[src/rtl/gpu_warp_scheduler.sv]
// Per-warp thread scheduler: tracks thread state, resume PC and barrier id, picks a
// PC group of READY threads each round, and applies the executed instruction's outcome.
module gpu_warp_scheduler #(
    parameter int NUM_THREADS = 8,
    parameter int PC_W        = 4,
    parameter int BAR_W       = 2
) (
    input  logic                   clk,
    input  logic                   rst_n,
    input  logic                   start,
    input  logic [PC_W-1:0]        start_pc,
    input  logic [NUM_THREADS-1:0] launch_mask,
    output logic                   busy,
    output logic                   done,
    output logic                   issue_valid,
    input  logic                   issue_ready,
    output logic [PC_W-1:0]        issue_pc,
    output logic [NUM_THREADS-1:0] issue_mask,
    input  logic                   result_valid,
    input  logic                   res_exit,
    input  logic                   res_bar,
    input  logic [BAR_W-1:0]       res_bar_id,
    input  logic                   res_yield,
    input  logic                   branch_happening,
    input  logic [NUM_THREADS-1:0] branch_taken,
    input  logic [PC_W-1:0]        branch_target,
    output logic                   diverged
);
    localparam int PTR_W = (NUM_THREADS > 1) ? $clog2(NUM_THREADS) : 1;

    typedef enum logic [1:0] {S_IDLE, S_SELECT, S_ISSUE, S_WAIT} state_t;
    typedef enum logic [1:0] {T_EXITED, T_READY, T_BLOCKED, T_YIELDED} tstate_t;

    state_t           r_state, w_next_state;
    tstate_t          r_tstate [NUM_THREADS];
    logic [PC_W-1:0]  r_pc     [NUM_THREADS];
    logic [BAR_W-1:0] r_bar    [NUM_THREADS];
    logic [PTR_W-1:0] r_rr_ptr;
    logic [PC_W-1:0]  r_issue_pc;
    logic [NUM_THREADS-1:0] r_issue_mask;

    logic [NUM_THREADS-1:0] w_ready_vec, w_yield_vec, w_block_vec;
    logic [NUM_THREADS-1:0] w_sel_mask, w_release_mask, w_taken_set, w_fall_set;
    logic [PTR_W-1:0] w_leader, w_top_bit, w_rr_next;
    logic             w_lead_found;
    logic [BAR_W-1:0] w_min_bar;
    logic [PC_W-1:0]  w_pc_plus1;
    logic             w_result, w_transfer, w_launch, w_branch_only;

    // Per-thread classification, round-robin leader pick and barrier release group.
    always_comb begin
        w_ready_vec  = '0;
        w_yield_vec  = '0;
        w_block_vec  = '0;
        w_sel_mask   = '0;
        w_release_mask = '0;
        w_lead_found = 1'b0;
        w_leader     = '0;
        w_min_bar    = '1;
        w_top_bit    = '0;
        for (int i = 0; i < NUM_THREADS; i++) begin
            w_ready_vec[i] = (r_tstate[i] == T_READY);
            w_yield_vec[i] = (r_tstate[i] == T_YIELDED);
            w_block_vec[i] = (r_tstate[i] == T_BLOCKED);
            if (w_block_vec[i] && r_bar[i] <= w_min_bar) w_min_bar = r_bar[i];
            if (r_issue_mask[i]) w_top_bit = PTR_W'(i);
        end
        for (int k = 0; k < NUM_THREADS; k++) begin
            if (!w_lead_found && w_ready_vec[(int'(r_rr_ptr) + k) % NUM_THREADS]) begin
                w_lead_found = 1'b1;
                w_leader     = PTR_W'((int'(r_rr_ptr) + k) % NUM_THREADS);
            end
        end
        for (int i = 0; i < NUM_THREADS; i++) begin
            w_sel_mask[i]     = w_ready_vec[i] && (r_pc[i] == r_pc[w_leader]);
            w_release_mask[i] = w_block_vec[i] && (r_bar[i] == w_min_bar);
        end
    end

    assign w_rr_next     = (int'(w_top_bit) == NUM_THREADS - 1) ? '0 : w_top_bit + 1'b1;
    assign w_pc_plus1    = r_issue_pc + 1'b1;
    assign w_result      = (r_state == S_WAIT) && result_valid;
    assign w_transfer    = (r_state == S_ISSUE) && issue_ready;
    assign w_launch      = (r_state == S_IDLE) && start;
    assign w_branch_only = !res_exit && !res_bar && !res_yield && branch_happening;
    assign w_taken_set   = branch_taken & r_issue_mask;
    assign w_fall_set    = ~branch_taken & r_issue_mask;

    always_ff @(posedge clk or negedge rst_n) begin
        if (!rst_n) r_state <= S_IDLE;
        else        r_state <= w_next_state;
    end

    always_comb begin
        w_next_state = r_state;
        case (r_state)
            S_IDLE:   if (start && |launch_mask) w_next_state = S_SELECT;
            S_SELECT: if (|w_ready_vec)                      w_next_state = S_ISSUE;
                      else if (!(|w_yield_vec) && !(|w_block_vec)) w_next_state = S_IDLE;
            S_ISSUE:  if (issue_ready)  w_next_state = S_WAIT;
            S_WAIT:   if (result_valid) w_next_state = S_SELECT;
            default:  w_next_state = S_IDLE;
        endcase
    end

    always_comb begin
        busy        = (r_state != S_IDLE);
        issue_valid = (r_state == S_ISSUE);
        done        = (w_launch && !(|launch_mask)) ||
                      ((r_state == S_SELECT) && !(|w_ready_vec) && !(|w_yield_vec) && !(|w_block_vec));
        diverged    = w_result && w_branch_only && (|w_taken_set) && (|w_fall_set);
    end

    // NOTE: the per-thread arrays are a handful of flops, not a RAM, so they take the async reset.
    always_ff @(posedge clk or negedge rst_n) begin
        if (!rst_n) begin
            for (int i = 0; i < NUM_THREADS; i++) begin
                r_tstate[i] <= T_EXITED;
                r_pc[i]     <= '0;
                r_bar[i]    <= '0;
            end
        end else begin
            for (int i = 0; i < NUM_THREADS; i++) begin
                if (w_launch) begin
                    r_tstate[i] <= launch_mask[i] ? T_READY : T_EXITED;
                    if (launch_mask[i]) r_pc[i] <= start_pc;
                end else if (r_state == S_SELECT && !(|w_ready_vec)) begin
                    if (|w_yield_vec) begin
                        if (w_yield_vec[i]) r_tstate[i] <= T_READY;
                    end else if (w_release_mask[i]) begin
                        r_tstate[i] <= T_READY;
                    end
                end else if (w_result && r_issue_mask[i]) begin
                    if (res_exit) begin
                        r_tstate[i] <= T_EXITED;
                    end else if (res_bar) begin
                        r_tstate[i] <= T_BLOCKED;
                        r_bar[i]    <= res_bar_id;
                        r_pc[i]     <= w_pc_plus1;
                    end else if (res_yield) begin
                        r_tstate[i] <= T_YIELDED;
                        r_pc[i]     <= w_pc_plus1;
                    end else if (branch_happening && branch_taken[i]) begin
                        r_pc[i]     <= branch_target;
                    end else begin
                        r_pc[i]     <= w_pc_plus1;
                    end
                end
            end
        end
    end

    always_ff @(posedge clk or negedge rst_n) begin
        if (!rst_n) begin
            r_rr_ptr     <= '0;
            r_issue_pc   <= '0;
            r_issue_mask <= '0;
        end else begin
            if (r_state == S_SELECT && w_lead_found) begin
                r_issue_pc   <= r_pc[w_leader];
                r_issue_mask <= w_sel_mask;
            end
            if (w_transfer) r_rr_ptr <= w_rr_next;
        end
    end

    assign issue_pc   = r_issue_pc;
    assign issue_mask = r_issue_mask;
endmodule
[config.mk]
export PLATFORM = sky130hd
export DESIGN_NAME = gpu_warp_scheduler
export DESIGN_NICKNAME = d
export VERILOG_FILES = /design/src/rtl/gpu_warp_scheduler.sv
export SDC_FILE = /design/constraint.sdc
export NUM_CORES = 1
export LEC_CHECK = 0
export ABC_CLOCK_PERIOD_IN_PS = 8500
export BUFFER_PORTS_ARGS = -buffer_cell sky130_fd_sc_hd__buf_4
export CAP_MARGIN = 20
export CORE_MARGIN = 2
export CORE_UTILIZATION = 54
export DETAILED_ROUTE_END_ITERATION = 16
export PLACE_DENSITY_LB_ADDON = 0.3
export SETUP_SLACK_MARGIN = 0.5
export SKIP_CTS_REPAIR_TIMING = 1
export SLEW_MARGIN = 25
export SYNTH_ARGS = -nofsm -noshare
export SYNTH_HDL_FRONTEND = slang
export SYNTH_SLANG_ARGS = --single-unit
[constraint.sdc]
create_clock -name clk -period 8.5 [get_ports clk]
set_input_delay 0.425 -clock clk [delete_from_list [all_inputs] [get_ports clk]]
set_output_delay 0.425 -clock clk [all_outputs]
set_load 0.1 [all_outputs]
* Word-level counts from Yosys, hierarchy flattened
Cells that the tools add are included.
** Operators by class
- Equality and inequality tests :: 74
- Reduce and logical (&&, ||, !) cells :: 135
- Muxes and demuxes :: 187
- Bitwise gates (word level) :: 14
- Add/sub/neg operators :: 9
- Order comparisons :: 17
** Operator list (number)
- 4-bit 2-to-1 mux :: 66
- 2-bit 2-to-1 mux :: 65
- 4-bit AND reduction :: 17
- 4-bit inequality test (second input constant) :: 16
- 1-bit logical AND :: 63
- 8-bit OR reduction :: 6
- 3-bit 2-to-1 mux :: 14
- 5-bit AND reduction :: 8
- 2-bit equality test (second input constant) :: 18
- 4-bit by 5-bit < comparator with 1-bit output (second input constant) :: 7
- 4-bit equality test :: 8
- 1-bit 2-to-1 mux :: 32
- 1-bit binary-select mux with 3-bit select :: 8
- 3-bit nonzero test :: 8
- 3-bit OR reduction :: 7
- 2-bit inequality test (second input constant) :: 10
- 2-bit by 1-bit equality test with 1-bit output (second input constant) :: 9
- 2-bit nonzero test :: 9
- 8-bit bitwise AND :: 2
- 2-bit equality test :: 8
- 2-bit <= comparator :: 7
- 1-bit logical NOT :: 14
- 3-bit adder (second input constant) :: 4
- 4-bit binary-select mux with 3-bit select :: 1
- other kinds (17) :: 29
** Storage, ports and cells
- Register bits after elaboration :: 81

* Logic depth before layout (Yosys ltp)
- Depth after elaboration :: 32
- Gate-level depth with buffers :: 47

* Worst setup path after synthesis
Ideal clock, no wire load.
- Kind :: register to register
- From :: register r_tstate[14] in the netlist's numbering
- To :: register r_tstate[6] in the netlist's numbering
- Setup slack :: -0.513 ns
- Cell stages (with the launch flop) :: 48
- Library setup time :: 0.125 ns
- Path buffers :: 0
- Arrival :: 8.888 ns
- Cell sequence :: dfrtp_1 nand2b_1 or2_2 ha_1 nor2_1 o21ai_0 a31o_2 o21a_1 ha_1 nor2_1 maj3_1 o221a_2 or2_2 ha_1 nor2_1 a21o_1 o22ai_1 and2_1 [12 not listed] ha_1 nand2_1 o21ai_0 nand2_1 nor2_1 a41o_1 a31oi_1 ha_1 nand2_1 o21ai_0 nand2_1 nor2_1 a21oi_1 xor2_1 nor2_1 a21oi_1 nor4_1 mux2_2
** Between the ends
- Word-level cells in the longest chain between the ends :: 28
- Elaborated cells on any way between the ends :: 40
- Those cells by class :: 7 x order compare; 6 x eq/ne; 11 x mux; 16 x reduce/logical
** RTL lines
- start: declaration :: line 35 : tstate_t r_tstate [NUM_THREADS];
- start signal: indexed assignment :: line 125 : r_tstate[i] <= launch_mask[i] ? T_READY : T_EXITED;
- 2-bit equality test :: line 64 : w_block_vec[i] = (r_tstate[i] == T_BLOCKED);
- 1-bit logical AND :: line 65 : if (w_block_vec[i] && r_bar[i] <= w_min_bar) w_min_bar = r_bar[i];
- 2-bit 2-to-1 mux :: line 65
- 2-bit <= comparator :: line 65
- 1-bit logical AND :: line 65
- 2-bit 2-to-1 mux :: line 65
- 2-bit <= comparator :: line 65
- 1-bit logical AND :: line 65
- [12 not listed]
- 2-bit 2-to-1 mux :: line 65
- 2-bit <= comparator :: line 65
- 1-bit logical AND :: line 65
- 2-bit 2-to-1 mux :: line 65
- 2-bit equality test :: line 76 : w_release_mask[i] = w_block_vec[i] && (r_bar[i] == w_min_bar);
- 1-bit logical AND :: line 76
- 4-bit inequality test (no source line)
- 4-bit AND reduction (no source line)
Parallel ways exist; a longest one is shown, timed or not.
A chain may end at the register's enable or synchronous reset.

* Worst setup path after layout
- From :: register r_tstate[14] in the netlist's numbering
- To :: register r_tstate[13] in the netlist's numbering
Same word-level chain as after synthesis.

==> reports/qor.csv <==
metric,value,unit
ys_warn_count,0,
via_count,6798,
slew_headroom,35.6,%
gp_congestion,0.972,
io_pins,51,
async_flop_share,100,%
grt_pass1_wl,34200,um
io_buffers,50,
synth_edf_count,0,
die_area,13400,um^2
critPathCaptureType,flip-flop,
antenna_cells,0,
met2_length,11100,um
netlist_area,6770,um^2
wl_met1,8860,um
finalCritPeriodShare,105,%
crit_slowest_cell,dfrtp_1,
required,8.72,ns
die_y,116,um
drt-wirelength-per-cell,23.4,um
cp_common_cell,ha_1,
initial_utilization,55.9,%
ant_nets,0,
numCtsBuffers,9,
wl_met3,2610,um
finalHoldViolCount,0,
setup_violations,14,
htreeDepth,3,
timing.rr.end,r_tstate[13]$_DFFE_PN0P_,
drv_slew,0,
synth.distinct_cells,72,
cap_violations,0,
slowest_delay,0.38,ns
seq_area_frac_synth,30.0,%
tightest_slew,0.966,ns
avgSynthCellArea,8.96,um^2
drt_wl_total,23400,um
rsz0062_at_grt,yes,
grt_use_total,33.3,%
drtIter0Drc,828,
ff2ff_setup_slack,-0.44,ns
first_global_vias,6398,
synthCells,755,
period_needed,8.94,ns
r2r_start,r_tstate[14]$_DFFE_PN0P_,
criticalPathCategory,reg2reg,
finalInstanceArea,8200,um^2
final_util,67.7,%
skew,0.0103,ns
placed_area,7480,um^2
synth_fp_nets,808,
area_growth_syn_to_layout,21.2,%
via_per_inst,6.80,
antenna_found_initial,0,
dp.cells,958,
layout-drive-gt1-share,26.0,%
core-area,12100,um^2
violations,setup timing,
cts_tree,yes,
r2r_cells,45,
overflow,0,
worstPathMaxFanout,4,
cts-root-buf,clkbuf_16,
instances_no_fill,1000,
clock_path_buffers,2,
cts_sinks,81,
rows,40,
fmax,112,MHz
post-place-ws,-0.335,ns
synth.top_cell.area_share,30.0,%
yosysMostFrequentCell,nand2_1,
ys.flop_type,dfrtp_1,
clkSlewWorstSetupHoldPaths,0.06,ns
synth.largest_area_cell,dfrtp_1,
grt_max_degree,82,
crit_arrival,9.16,ns
drc,0,
setup.worst_path.start_class,flip-flop,
synth_commonest_cells,"97 x nand2_1, 81 x dfrtp_1, 65 x o21ai_0",
min_path_type,in2async,
die_w,116,um
finalWorstSetupSlack,-0.443,ns
synth_area_leaders,"dfrtp_1 30%, mux2_2 7.8%, nand2_1 5.4%, o21ai_0 4.8%, xnor2_1 4.1%",
drt_first_pass_iters,6,
outcome,"finished, violations left",
ys_ff_latch,81,
hpwlAfterDp,15900,um
fin_nets,880,
maxUsedRoutingLayer,met4,
clk_latency,0.35,ns
[kinds of logic after synthesis]
| kind of cell | share of synthesized area [%] |
|---|---|
| and+or+nand+nor | 17.6 |
| AOI/OAI and AO/OA | 20.8 |
| muxes | 17.3 |
| DFF | 30.0 |
| buffers and inverters | 3.59 |
| xor gates and xnor gates | 7.12 |
| adders and majority gates | 3.62 |
[final cells by class]
cell class                      count  area (um^2)
Clock buffer                       12          256
Timing Repair Buffer               87          679
Fill cell                         912         3910
Tap cell                          168          210
Clock inverter                      4         51.3
Inverter                           30          125
Multi-Input combinational cell    618         4850
Sequential cell                    81         2030
[worst max-delay path by stage]
stage,start,endpoint
floorplan,r_tstate[14]$_DFFE_PN0P_,r_tstate[12]$_DFFE_PN0P_
global placement,r_tstate[14]$_DFFE_PN0P_,r_tstate[13]$_DFFE_PN0P_
detailed placement,r_tstate[14]$_DFFE_PN0P_,r_tstate[13]$_DFFE_PN0P_
CTS,r_tstate[14]$_DFFE_PN0P_,r_tstate[13]$_DFFE_PN0P_
global route,r_tstate[14]$_DFFE_PN0P_,r_tstate[13]$_DFFE_PN0P_
finish,r_tstate[14]$_DFFE_PN0P_,r_tstate[13]$_DFFE_PN0P_
[worst max-delay path, delay by kind of cell, from the launching register on]
family          cells  cell delay [ns]
xor+xnor            1             0.16
buf+inv             2             0.25
simple gates       15             2.57
fa+ha+maj           9             2.48
mux                 3             0.88
flops               1             0.38
compound gates     15             2.09
[through the flow]
| stage | hold WS, ns | TNS (ns) |
|---|---|---|
| finish | 0.120 | -4.46 |
| global route | 0.192 | -7.98 |
| CTS | 0.306 | -3.83 |
| detailed placement | 0.503 | -3.32 |
| global placement | 0.489 | 0 |
| floorplan | 0.129 | 0 |
[flip-flops by register name (all words and copies together), names as in the netlist]
name and cells:
issue_mask 8, r_rr_ptr 3, r_state 2, issue_pc 4
r_tstate 16, r_bar 16, r_pc 32
[routing by layer]
metal | up-vias | global-route usage [%]
met3 | 97 | 5.33
met2 | 523 | 54.4
met1 | 3227 | 45.0
met4 | 0 | 12.1
met5 | - | 0
li1 | 2951 | -
[placed cells by master, fill, tap and decap left out, types with 11 or more instances in the layout]
cell     instances
ha_1            15
nor2_1          33
a21oi_1         34
buf_4           80
mux2_2          43
nand3_1         18
mux4_2          11
mux2i_1         24
xnor2_1         28
nand4_1         13
inv_1           27
o21ai_0         61
a22oi_1         12
xor2_1          23
dfrtp_1         81
nand2_1         94
Power is left out: the tool's default activity adds up to more than one toggle a clock period on the data nets, which glitch-free logic cannot reach.
